### src/rtl/bridge_buffer_ctrl.sv
// -----------------------------------------------------------------------------
// bridge_buffer_ctrl
//
// Sequences a dual-port word buffer between a linear-projection producer and a
// systolic-array consumer. The controller fills a tile of TOTAL_DEPTH words
// through port A. It then drains the tile through port B. Each stored word is
// presented as TOTAL_MODULES consecutive slices, and the downstream slice mux
// picks the current slice using slicing_idx.
//
// Ports
//   clk          : single clock, rising-edge active
//   rst          : synchronous active-high reset
//   in_valid     : producer word present on buffer din
//   in_ready     : controller accepts a write this cycle (FILL only)
//   out_ready    : systolic array accepts the current slice
//   out_valid    : buffer dout slice is valid (STREAM only)
//   clear        : synchronous abort of the current tile
//   ena/wea      : buffer port-A enable / write enable
//   enb          : buffer port-B enable (one-cycle read issue)
//   addra/addrb  : buffer write / read address
//   slicing_idx  : slice select for the registered read word
//   tile_done    : one-cycle pulse at the end of a tile drain
// -----------------------------------------------------------------------------
module bridge_buffer_ctrl #(
  parameter int ADDR_WIDTH    = 8,
  parameter int TOTAL_DEPTH   = 12,
  parameter int TOTAL_MODULES = 4,
  localparam int SLICE_W      = $clog2(TOTAL_MODULES)
) (
  input  logic                  clk,
  input  logic                  rst,
  input  logic                  in_valid,
  output logic                  in_ready,
  input  logic                  out_ready,
  output logic                  out_valid,
  input  logic                  clear,
  output logic                  ena,
  output logic                  wea,
  output logic                  enb,
  output logic [ADDR_WIDTH-1:0] addra,
  output logic [ADDR_WIDTH-1:0] addrb,
  output logic [SLICE_W-1:0]    slicing_idx,
  output logic                  tile_done
);

  localparam logic [ADDR_WIDTH-1:0] LAST_ADDR  = ADDR_WIDTH'(TOTAL_DEPTH - 1);
  localparam logic [ADDR_WIDTH-1:0] ADDR_ONE   = ADDR_WIDTH'(1);
  localparam logic [SLICE_W-1:0]    LAST_SLICE = SLICE_W'(TOTAL_MODULES - 1);
  localparam logic [SLICE_W-1:0]    SLICE_ONE  = SLICE_W'(1);

  typedef enum logic [2:0] {
    S_IDLE   = 3'd0,
    S_FILL   = 3'd1,
    S_PRIME  = 3'd2,
    S_STREAM = 3'd3,
    S_DONE   = 3'd4
  } state_e;

  state_e                  state_q, state_d;
  logic [ADDR_WIDTH-1:0]   wr_cnt_q, wr_cnt_d;
  logic [ADDR_WIDTH-1:0]   rd_addr_q, rd_addr_d;
  logic [SLICE_W-1:0]      slice_q, slice_d;

  // State register and counters
  always_ff @(posedge clk) begin
    if (rst) begin
      state_q   <= S_IDLE;
      wr_cnt_q  <= '0;
      rd_addr_q <= '0;
      slice_q   <= '0;
    end else begin
      state_q   <= state_d;
      wr_cnt_q  <= wr_cnt_d;
      rd_addr_q <= rd_addr_d;
      slice_q   <= slice_d;
    end
  end

  // Next-state and counter update; clear overrides any handshake this cycle
  always_comb begin
    state_d   = state_q;
    wr_cnt_d  = wr_cnt_q;
    rd_addr_d = rd_addr_q;
    slice_d   = slice_q;
    if (clear) begin
      state_d   = S_FILL;
      wr_cnt_d  = '0;
      rd_addr_d = '0;
      slice_d   = '0;
    end else begin
      case (state_q)
        S_IDLE: begin
          state_d = S_FILL;
        end
        S_FILL: begin
          if (in_valid) begin
            if (wr_cnt_q == LAST_ADDR) begin
              wr_cnt_d  = '0;
              rd_addr_d = '0;
              state_d   = S_PRIME;
            end else begin
              wr_cnt_d = wr_cnt_q + ADDR_ONE;
            end
          end else begin
            state_d = S_FILL;
          end
        end
        // One-cycle read latency: the word registered here is held in STREAM
        S_PRIME: begin
          state_d = S_STREAM;
        end
        S_STREAM: begin
          if (out_ready) begin
            if (slice_q == LAST_SLICE) begin
              slice_d = '0;
              if (rd_addr_q == LAST_ADDR) begin
                state_d = S_DONE;
              end else begin
                rd_addr_d = rd_addr_q + ADDR_ONE;
                state_d   = S_PRIME;
              end
            end else begin
              slice_d = slice_q + SLICE_ONE;
            end
          end else begin
            state_d = S_STREAM;
          end
        end
        S_DONE: begin
          state_d = S_FILL;
        end
        default: begin
          state_d   = S_IDLE;
          wr_cnt_d  = '0;
          rd_addr_d = '0;
          slice_d   = '0;
        end
      endcase
    end
  end

  // Output decode: strobes follow the state directly, so the buffer sees the
  // write enable in the same cycle as the handshake. A write or end-of-tile
  // pulse coinciding with clear is suppressed because that tile is discarded.
  // Reset forces every output low, even before the state register has settled.
  always_comb begin
    in_ready    = 1'b0;
    ena         = 1'b0;
    wea         = 1'b0;
    enb         = 1'b0;
    out_valid   = 1'b0;
    tile_done   = 1'b0;
    addra       = '0;
    addrb       = '0;
    slicing_idx = '0;
    if (rst) begin
      in_ready    = 1'b0;
      ena         = 1'b0;
      wea         = 1'b0;
      enb         = 1'b0;
      out_valid   = 1'b0;
      tile_done   = 1'b0;
      addra       = '0;
      addrb       = '0;
      slicing_idx = '0;
    end else begin
      in_ready    = (state_q == S_FILL);
      ena         = (state_q == S_FILL) && in_valid && !clear;
      wea         = (state_q == S_FILL) && in_valid && !clear;
      enb         = (state_q == S_PRIME);
      out_valid   = (state_q == S_STREAM);
      tile_done   = (state_q == S_DONE) && !clear;
      addra       = wr_cnt_q;
      addrb       = rd_addr_q;
      slicing_idx = slice_q;
    end
  end

endmodule

### config.mk
export PLATFORM = sky130hd
export DESIGN_NAME = bridge_buffer_ctrl
export DESIGN_NICKNAME = d
export VERILOG_FILES = /design/src/rtl/bridge_buffer_ctrl.sv
export SDC_FILE = /design/constraint.sdc
export NUM_CORES = 1
export LEC_CHECK = 0
export ABC_AREA = 1
export BUFFER_PORTS_ARGS = -buffer_cell sky130_fd_sc_hd__buf_2
export CORE_MARGIN = 3
export CORE_UTILIZATION = 47
export DETAILED_ROUTE_END_ITERATION = 8
export GPL_TIMING_DRIVEN = 0
export PLACE_DENSITY = 0.71
export SYNTH_ARGS = -nofsm -noshare
export SYNTH_HDL_FRONTEND = slang
export SYNTH_SLANG_ARGS = --single-unit
export TNS_END_PERCENT = 10
### constraint.sdc
create_clock -name clk -period 1.58 [get_ports clk]
set_clock_uncertainty 0.05 [all_clocks]
set_input_delay 0.079 -clock clk [delete_from_list [all_inputs] [get_ports clk]]
set_output_delay 0.079 -clock clk [all_outputs]
set_load 0.02 [all_outputs]
==> flow_summary.ini <==
[power_and_ir_drop]
p_leak_nw = 0.723
pwr_density_cell_nw_per_um2 = 587
ir_worst_vdd_mv = 0.315

[synthesis]
synth_most_common_cell = nand2_1
synth.cell_area_um2 = 1420
synth_common_cells = nand2_1 (58), nor2_1 (47), inv_1 (32), dfxtp_1 (21), a21oi_1 (16)
synth-edff-count = 0
ys_async_sr_fraction = 0
syn_avg_cell_area_um2 = 6.07
syn-num-nets = 242
syn_inst = 234
yosys_register_bits = 21
yosysTopAreaCell = dfxtp_1
synth_top_cell_area_share = 0.296
synth_cell_type_count = 28
yosysWarnings = 0
ys_seq_area_frac = 0.296
synth_area_leaders = dfxtp_1 (30%), nand2_1 (15%), nor2_1 (12%)
ys.flop_type = dfxtp_1

[job]
cap_viol_max_count = 0

[routing]
vias = 1503
wire_per_inst_um = 11.2
ant_nets = 0
routed_wl_um = 3370
drt-vias-per-instance = 4.99
drt_first_pass_iters = 4
first_iter_violations = 73
drt_drc_violations_left = 0

[setup_path]
startpoint_type = input port
arrival_ns = 1.35
critPathMaxFanout = 10
path_class = input port to output pin
endpoint_kind = output pin
cp.required_ns = 1.45

[sta]
tightest_slew_ns = 0.467
slew_headroom = 0.689
hold_violations = 0
rsz0062_at_grt = yes
setup_viol = 0
fmax_ghz = 0.677
post-route-period-util = 0.935
worst_slack_ns = 0.103
slew_viol_final = 0
finalSetupTns_ns = 0
min_period_ns = 1.48

[cells_and_area]
syn_to_final_growth_pct = 21.1
drive_gt1_frac = 0.244
nets = 279
antenna_cells = 0
stdcell_count = 301
fillers = 295

[grt]
grt_use_met3 = 0.0277
grtUsageMet1 = 0.291
grtUsageTotal = 0.205
antenna_found_initial = 0
grt_max_degree = 12
gr-total-overflow = 0
grt_pass1_wl_um = 5870
grt_pass1_vias = 1343
grt_busiest_layer = met2
use_met2 = 0.327

[place]
port_buffers = 28
dp_slack_ns = -0.0533
gp_congestion = 0.826
dp.cells = 293
dp_hpwl_um = 2410

[min_path]
hp-class = input port to flop

[die]
dieArea_um2 = 3720
core_um2 = 2830
io_pins = 29
die_w_um = 61.0
die_h_um = 61.0
core.rowCount = 19
initial_core_util = 0.502

[clocking]
clock_sinks = 21
insertion_delay_ns = 0.31
cts_max_level = 1
cts_buffer_depth = 2
cts_buffers = 3
cts_tree = done
cts-root-buf = clkbuf_4
clkTransAtPathRegs_ns = 0.12

[run_status]
status = complete, no violations
## state kept, by name (all words and copies together) (netlist names)
register   count
state_q        3
slice_q        2
wr_cnt_q       8
rd_addr_q      8
## path summary, 6_finish.rpt
kind / startpoint / to / slack, ns / depth (start not counted)
setup / recovery: rst / wea / 0.10 / 7
setup reg to reg: wr_cnt_q[0] / rd_addr_q[5] / 0.11 / 7
hold / removal: clear / wr_cnt_q[3] / 0.07 / 4
hold reg to reg: slice_q[1] / slice_q[1] / 0.45 / 2
## placed cells by master, fill, tap and decap left out, types with 4 or more instances in the layout
| master | n |
|---|---|
| a21oi_1 | 15 |
| buf_2 | 28 |
| dfxtp_1 | 14 |
| dfxtp_2 | 4 |
| inv_1 | 32 |
| inv_2 | 4 |
| nand2_1 | 57 |
| nand2_2 | 6 |
| nand3_1 | 9 |
| nor2_1 | 45 |
| nor2_4 | 4 |
| nor3_1 | 7 |
| o21ai_0 | 4 |
## report_power, final
group          total [W]  internal (W)  switching (W)
sequential      0.000542      0.000534     0.00000821
clock           0.000271     0.0000986       0.000172
combinational   0.000198     0.0000620       0.000136
## worst max-delay path, cell delays in order
cell	delay [ns]
buf_2	0.12
nor2_1	0.20
clkinv_1	0.30
buf_2	0.30
nor2_4	0.11
buf_4	0.11
buf_4	0.12
## stage by stage
step	total power, W	area, um^2	hold slack, ns	util
2_1_floorplan	0.000690	1420	0.164	-
3_3_place_gp	0.000733	1600	0.313	0.566
3_5_place_dp	0.000734	1600	0.315	0.566
4_1_cts	0.00102	1670	0.113	0.590
5_1_grt	0.00107	1720	0.0808	0.609
6_report	0.00101	1720	0.0680	0.609
## cells by family after synthesis
logic type / share of synthesized area
flip-flops: 0.296
AO/OA/AOI/OAI: 0.129
XOR/XNOR: 0.00616
AND/OR/NAND/NOR: 0.432
buffers and inverters: 0.111
adder cells (fa/ha/maj): 0.0264
## repair_timing
item / CTS / global route
buffers inserted: 1 / 0
hold endpoints to repair: 2 / 0
hold buffers: 3 / 0
setup endpoints to repair: 14 / 18
pin swaps: 2 / 5
gates resized for setup: 3 / 19
## metal layers
layer / part of all wire / vias to the layer above
li1: - / 799
met4: 0.0092 / 0
met1: 0.49 / 667
met3: 0.043 / 4
met5: 0 / -
met2: 0.46 / 33
## area by class of cell
cell class	instances	area, um^2	share of cell area
Timing Repair Buffer	32	180	0.105
Inverter	37	139	0.0807
Multi-Input combinational cell	172	881	0.512
Tap cell	31	38.8	0.0225
Buffer	4	20.0	0.0116
Sequential cell	21	437	0.254
Clock buffer	4	26.3	0.0153
(Power assumes the default switching activity.)
